**config.mk**
```make
export PLATFORM = sky130hd
export DESIGN_NAME = uart_cmd_parser_flat
export DESIGN_NICKNAME = d
export VERILOG_FILES = /design/src/rtl/uart_cmd_parser_pkg.sv /design/src/rtl/uart_cmd_parser_if.sv /design/src/rtl/uart_cmd_parser_timer.sv /design/src/rtl/uart_cmd_parser.sv /design/src/flat_wrapper.sv
export SDC_FILE = /design/constraint.sdc
export NUM_CORES = 1
export LEC_CHECK = 0
export CELL_PAD_IN_SITES_DETAIL_PLACEMENT = 1
export CELL_PAD_IN_SITES_GLOBAL_PLACEMENT = 1
export CORE_UTILIZATION = 42
export CTS_CLUSTER_DIAMETER = 80
export DETAILED_ROUTE_END_ITERATION = 10
export PLACE_DENSITY_LB_ADDON = 0.1
export SLEW_MARGIN = 25
export SYNTH_ARGS = -nofsm -noshare
export SYNTH_HDL_FRONTEND = slang
export SYNTH_SLANG_ARGS = --single-unit
```
**constraint.sdc**
```tcl
create_clock -name clk -period 5.02 [get_ports clk]
set_clock_uncertainty 0.2 [all_clocks]
set_input_delay 0.502 -clock clk [delete_from_list [all_inputs] [get_ports clk]]
set_output_delay 0.502 -clock clk [all_outputs]
set_load 0.1 [all_outputs]
```
**src/rtl/uart_cmd_parser_pkg.sv**
```systemverilog
// Shared types and constants for the UART command parser: command byte
// layout, parser state encoding and the register offsets it addresses.
package uart_cmd_parser_pkg;

    typedef struct packed {
        logic       wr;
        logic [3:0] rsvd;
        logic [2:0] addr;
    } uart_cmd_t;

    typedef enum logic [2:0] {
        IDLE,
        WAIT_DATA,
        READ,
        WAIT_TX,
        SEND
    } uart_parser_state_t;

    localparam logic [7:0] UART_CMD_RSVD_MASK = 8'h78;

    localparam logic [2:0] UART_CR_OFFSET   = 3'd0;
    localparam logic [2:0] UART_SR_OFFSET   = 3'd1;
    localparam logic [2:0] UART_DINL_OFFSET = 3'd2;
    localparam logic [2:0] UART_DINH_OFFSET = 3'd3;
    localparam logic [2:0] UART_DOUT_OFFSET = 3'd4;

endpackage

```
**src/rtl/uart_cmd_parser_if.sv**
```systemverilog
// Bundle between the UART receiver/transmitter/register file and the
// command parser. The parser uses the master view; its environment the slave.
interface uart_cmd_parser_if;

    logic [7:0] rx_data;
    logic       rx_data_valid;
    logic       rx_error;
    logic       tx_busy;
    logic [2:0] rwaddr;
    logic       wr_req;
    logic [7:0] wr_data;
    logic       rd_req;
    logic       tx_data_valid;
    logic       cmd_err;

    modport master (
        input  rx_data, rx_data_valid, rx_error, tx_busy,
        output rwaddr, wr_req, wr_data, rd_req, tx_data_valid, cmd_err
    );

    modport slave (
        output rx_data, rx_data_valid, rx_error, tx_busy,
        input  rwaddr, wr_req, wr_data, rd_req, tx_data_valid, cmd_err
    );

endinterface

```
**src/rtl/uart_cmd_parser_timer.sv**
```systemverilog
// Inter-byte timer: counts enabled cycles from a clear, saturating at
// TIMEOUT_CYCLES-1 and flagging expiry while it sits there.
module uart_byte_timer #(
    parameter int TIMEOUT_CYCLES = 100000
) (
    input  logic clk,
    input  logic rst_n,
    input  logic clear,
    input  logic enable,
    output logic expired
);

    localparam int W = (TIMEOUT_CYCLES > 1) ? $clog2(TIMEOUT_CYCLES) : 1;
    localparam logic [W-1:0] LAST = W'(TIMEOUT_CYCLES - 1);

    logic [W-1:0] count_q;

    // Count enabled cycles, holding at the last value instead of wrapping.
    always_ff @(posedge clk) begin
        if (!rst_n) begin
            count_q <= '0;
        end else if (clear) begin
            count_q <= '0;
        end else if (enable && (count_q != LAST)) begin
            count_q <= count_q + W'(1);
        end
    end

    assign expired = (count_q == LAST);

endmodule

```
**src/rtl/uart_cmd_parser.sv**
```systemverilog
// Byte-level command decoder: turns received command/data bytes into
// register write/read strobes, sequences the read byte into the transmitter
// and pulses cmd_err on malformed, timed-out or overrun traffic.
// Outputs are registered and computed one cycle ahead so each strobe lines
// up with the state it belongs to (rd_req at +1, tx_data_valid at +3).
module uart_cmd_parser
    import uart_cmd_parser_pkg::*;
#(
    parameter int TIMEOUT_CYCLES = 100000
) (
    input  logic                  clk,
    input  logic                  rst_n,
    uart_cmd_parser_if.master     bus
);

    uart_parser_state_t state_q, state_d;
    logic [2:0] rwaddr_q, rwaddr_d;
    logic [7:0] wr_data_q, wr_data_d;
    logic       wr_req_q, wr_req_d;
    logic       rd_req_q, rd_req_d;
    logic       tx_valid_q, tx_valid_d;
    logic       cmd_err_q, cmd_err_d;
    logic       timer_clear;
    logic       timer_enable;
    logic       timer_expired;
    uart_cmd_t  cmd;

    assign cmd          = uart_cmd_t'(bus.rx_data);
    assign timer_enable = (state_q == WAIT_DATA);
    assign timer_clear  = (state_q != WAIT_DATA);

    uart_byte_timer #(
        .TIMEOUT_CYCLES (TIMEOUT_CYCLES)
    ) u_timer (
        .clk     (clk),
        .rst_n   (rst_n),
        .clear   (timer_clear),
        .enable  (timer_enable),
        .expired (timer_expired)
    );

    // State and registered outputs; reset drops any command in flight.
    always_ff @(posedge clk) begin
        if (!rst_n) begin
            state_q    <= IDLE;
            rwaddr_q   <= '0;
            wr_data_q  <= '0;
            wr_req_q   <= 1'b0;
            rd_req_q   <= 1'b0;
            tx_valid_q <= 1'b0;
            cmd_err_q  <= 1'b0;
        end else begin
            state_q    <= state_d;
            rwaddr_q   <= rwaddr_d;
            wr_data_q  <= wr_data_d;
            wr_req_q   <= wr_req_d;
            rd_req_q   <= rd_req_d;
            tx_valid_q <= tx_valid_d;
            cmd_err_q  <= cmd_err_d;
        end
    end

    // Next state and next-cycle strobes from the current state and rx byte.
    always_comb begin
        state_d    = state_q;
        rwaddr_d   = rwaddr_q;
        wr_data_d  = wr_data_q;
        wr_req_d   = 1'b0;
        rd_req_d   = 1'b0;
        tx_valid_d = 1'b0;
        cmd_err_d  = 1'b0;
        unique case (state_q)
            IDLE: begin
                if (bus.rx_data_valid) begin
                    if (bus.rx_error || (cmd.rsvd != 4'd0)) begin
                        cmd_err_d = 1'b1;
                    end else if (cmd.wr) begin
                        rwaddr_d = cmd.addr;
                        state_d  = WAIT_DATA;
                    end else begin
                        rwaddr_d = cmd.addr;
                        rd_req_d = 1'b1;
                        state_d  = READ;
                    end
                end
            end
            WAIT_DATA: begin
                if (bus.rx_data_valid) begin
                    if (bus.rx_error) begin
                        cmd_err_d = 1'b1;
                    end else begin
                        wr_data_d = bus.rx_data;
                        wr_req_d  = 1'b1;
                    end
                    state_d = IDLE;
                end else if (timer_expired) begin
                    cmd_err_d = 1'b1;
                    state_d   = IDLE;
                end
            end
            READ: begin
                cmd_err_d = bus.rx_data_valid;
                state_d   = WAIT_TX;
            end
            WAIT_TX: begin
                cmd_err_d = bus.rx_data_valid;
                if (!bus.tx_busy) begin
                    tx_valid_d = 1'b1;
                    state_d    = SEND;
                end
            end
            SEND: begin
                cmd_err_d = bus.rx_data_valid;
                state_d   = IDLE;
            end
            default: begin
                state_d = IDLE;
            end
        endcase
    end

    assign bus.rwaddr        = rwaddr_q;
    assign bus.wr_data       = wr_data_q;
    assign bus.wr_req        = wr_req_q;
    assign bus.rd_req        = rd_req_q;
    assign bus.tx_data_valid = tx_valid_q;
    assign bus.cmd_err       = cmd_err_q;

endmodule
```
**src/flat_wrapper.sv**
```systemverilog
// flat-port wrapper written by rule: the top's interface ports become plain ports
module uart_cmd_parser_flat import uart_cmd_parser_pkg::*;
#(
    parameter int TIMEOUT_CYCLES = 100000
)
  (clk, rst_n, bus_rx_data, bus_rx_data_valid, bus_rx_error, bus_tx_busy, bus_rwaddr, bus_wr_req, bus_wr_data, bus_rd_req, bus_tx_data_valid, bus_cmd_err);
  uart_cmd_parser_if bus_i ();
  input  logic clk;
  input  logic rst_n;
  input wire logic [$bits(bus_i.rx_data)-1:0] bus_rx_data;
  input wire logic [$bits(bus_i.rx_data_valid)-1:0] bus_rx_data_valid;
  input wire logic [$bits(bus_i.rx_error)-1:0] bus_rx_error;
  input wire logic [$bits(bus_i.tx_busy)-1:0] bus_tx_busy;
  output wire logic [$bits(bus_i.rwaddr)-1:0] bus_rwaddr;
  output wire logic [$bits(bus_i.wr_req)-1:0] bus_wr_req;
  output wire logic [$bits(bus_i.wr_data)-1:0] bus_wr_data;
  output wire logic [$bits(bus_i.rd_req)-1:0] bus_rd_req;
  output wire logic [$bits(bus_i.tx_data_valid)-1:0] bus_tx_data_valid;
  output wire logic [$bits(bus_i.cmd_err)-1:0] bus_cmd_err;
  assign bus_i.rx_data = bus_rx_data;
  assign bus_i.rx_data_valid = bus_rx_data_valid;
  assign bus_i.rx_error = bus_rx_error;
  assign bus_i.tx_busy = bus_tx_busy;
  assign bus_rwaddr = bus_i.rwaddr;
  assign bus_wr_req = bus_i.wr_req;
  assign bus_wr_data = bus_i.wr_data;
  assign bus_rd_req = bus_i.rd_req;
  assign bus_tx_data_valid = bus_i.tx_data_valid;
  assign bus_cmd_err = bus_i.cmd_err;
  uart_cmd_parser #(.TIMEOUT_CYCLES(TIMEOUT_CYCLES)) u_core (.clk(clk), .rst_n(rst_n), .bus(bus_i));
endmodule
```
==> metrics.yaml <==
final_nets: 219
synth_xor_xnor_area_share_pct: 1.09
grt-ovfl-total: 0
final.setup.tns_ns: 0
clock.fmax_mhz: 402
cts_resized: 0
synth_seq_area_share_pct: 43.4
ys_async_sr_fraction_pct: 0
grt_pass1_wl_mm: 7.13
slew_violations: 0
syn_inst: 180
layout.cells.non_filler: 254
dp.cells: 246
start_util_pct: 44.1
nFillCells: 431
syn_area_mm2: 0.00161
synthTopCellsByCount: "35 x dfxtp_1, 21 x nor2_1, 14 x mux2i_1"
syn_area_per_cell_um2: 8.96
syn_to_final_growth_pct: 24.0
hold_path.class: "flip-flop to flip-flop"
post_cts_buffers: 0
synth_top_area_share_pct: 43.4
p_int_mw: 0.419
synth_edf_count: 0
tightest_slew_ns: 0.990
cts_max_level: 2
dp_hpwl_mm: 3.07
maxSlewHeadroom_pct: 33.8
yosysMostFrequentCell: "dfxtp_1"
cts_tree: "built"
synth_ff_type: "dfxtp_1"
track_usage_pct: 23.0
setup.worst_path.class: "flip-flop to primary output"
netlist.top_cell.by_area: "dfxtp_1"
ioPinCount: 28
synthSimpleGateAreaFrac_pct: 28.8
seqPwrFrac_pct: 52.0
rows: 22
antenna_found_initial: 0
rsz0062_at_grt: "false"
ant_nets: 0
gp_congestion: 0.723
start_kind: "flip-flop"
swShare_pct: 22.4
slowest_delay_ns: 1.15
dr_total_vias: 1455
arrival_ns: 1.79
p_comb_share_pct: 6.0
grt_max_degree: 18
cts_num_sinks: 35
yosys.area_share.adder_pct: 0.776
synth_area_leaders: "dfxtp_1 43%, mux2i_1 8.7%, nor2_1 4.9%"
drive_gt1_share_pct: 7.28
finalWirelength_mm: 4.14
min_period_over_period_pct: 49.6
yosys_register_bits: 35
synthesis.nets: 194
yosys_warnings: 0
dieHeight_um: 64.0
min_period_ns: 2.49
drtIter0Drc: 55
cts.path.max_buffers: 2
power.density_mw_per_mm2: 270
cpLargestDelayFamily: "buffers and inverters"
ir_drop_mv: 0.136
static-leakage-power_nw: 0.743
timing.critical_path.buf_inv: 1
synth_top_family_by_area: "simple AND/OR/NAND/NOR gates"
synthMuxAreaShare_pct: 9.39
drc_errors: 0
viasPerCell: 5.73
synth-compound-area-share_pct: 12.6
cts_hold_buf: 0
critPathRequiredTime_ns: 4.32
cts.clk_slew.worst_paths_ns: 0.07
drv_cap: 0
finalSetupViolations: 0
worstPathCellList: "clkdlybuf4s50_1"
clkPwrFrac_pct: 41.9
crit_path_end_kind: "primary output"
ys_types: 42
hold_viol: 0
slowest_stage: "clkdlybuf4s50_1"
routedWlPerCell_um: 16.3
crit_path_max_fanout: 2
hold_ws_ns: 0.286
clk_latency_ns: 0.29
status: "finished clean"
grt_pass1_vias: 1554
dieArea_mm2: 0.00409
root_buffer: "clkbuf_8"
p_switching_mw: 0.121
core_mm2: 0.00366
cts_buffers: 5
first_pass_iters: 4
diodes: 0
die_x_um: 64.0
io_buffers: 27
==> registers in the layout, summed over array words and instances, names as in the netlist <==
name	flops
u_core.u_timer.count_q	17
u_core.bus.rd_req	1
u_core.bus.rwaddr	3
u_core.bus.wr_req	1
u_core.bus.wr_data	8
u_core.bus.tx_data_valid	1
u_core.state_q	3
u_core.bus.cmd_err	1
==> final cells by class <==
cell class	instances	area [um2]	area share (%)
well taps	48	60.1	3.00
flip-flops and latches	35	701	35.0
inverters	5	18.8	0.939
repair buffers	27	270	13.5
multi-input cells	131	850	42.5
clock buffers	8	100	5.01
==> stage by stage <==
stage          instance area (um2)  total power [mW]  utilization, %  setup WS, ns
2_1_floorplan                 1610             0.304               -          2.99
4_1_cts                       2000             0.546            54.6          2.51
6_report                      2000             0.540            54.6          2.53
5_1_grt                       2000             0.560            54.6          2.47
3_5_place_dp                  1900             0.320            51.9          2.39
3_3_place_gp                  1900             0.318            51.9          2.46
==> worst paths after layout <==
| path | from | endpoint | slack [ns] | cells past startpoint |
|---|---|---|---|---|
| max | u_core.bus.rwaddr[1] | bus_rwaddr[1] | 2.53 | 1 |
| min | u_core.u_timer.count_q[16] | u_core.u_timer.count_q[16] | 0.29 | 2 |
| max reg2reg | u_core.u_timer.count_q[12] | u_core.u_timer.count_q[3] | 2.76 | 4 |
| min reg2reg | u_core.u_timer.count_q[16] | u_core.u_timer.count_q[16] | 0.29 | 2 |
==> layer usage <==
metal / vias up / track usage (%) / share of wire, %
met5: - / 0 / 0
met4: 0 / 10.2 / 1.7
met3: 6 / 6.43 / 3.7
met2: 27 / 43.6 / 52
met1: 714 / 22.8 / 42
li1: 708 / - / -
==> cells in the final DEF, fill, tap and decap left out, types with 2 or more instances in the layout <==
master / instances
nand4_1: 5
inv_1: 5
nand2b_1: 2
or4_1: 6
nand3_1: 7
clkbuf_8: 7
o21ai_0: 3
o31ai_1: 8
nor3_1: 6
nor2_1: 21
and2_1: 2
nor4b_1: 2
a21oi_1: 12
nand2_1: 12
and4_1: 3
or2_2: 3
or3_1: 2
dfxtp_1: 35
and3_1: 3
mux2i_1: 14
clkdlybuf4s50_1: 27
==> cell families (layout without fill, tap and decap cells) <==
kind of cell | count (synthesis) | in the layout
adder cells (fa/ha/maj) | 1 | 1
AO/OA/AOI/OAI | 31 | 31
AND/OR/NAND/NOR | 82 | 82
multiplexers | 15 | 15
flip-flops | 35 | 35
XOR/XNOR | 2 | 2
buffers and inverters | 14 | 40
==> power groups by stage <==
| stage | sequential, mW | clock, mW | combinational [mW] |
|---|---|---|---|
| floorplan | 0.294 | 0 | 0.00967 |
| global placement | 0.287 | 0 | 0.0316 |
| detailed placement | 0.287 | 0 | 0.0326 |
| CTS | 0.281 | 0.233 | 0.0328 |
| global route | 0.281 | 0.244 | 0.0349 |
| finish | 0.281 | 0.226 | 0.0326 |
Note: power is estimated with default switching activity, not from simulation.
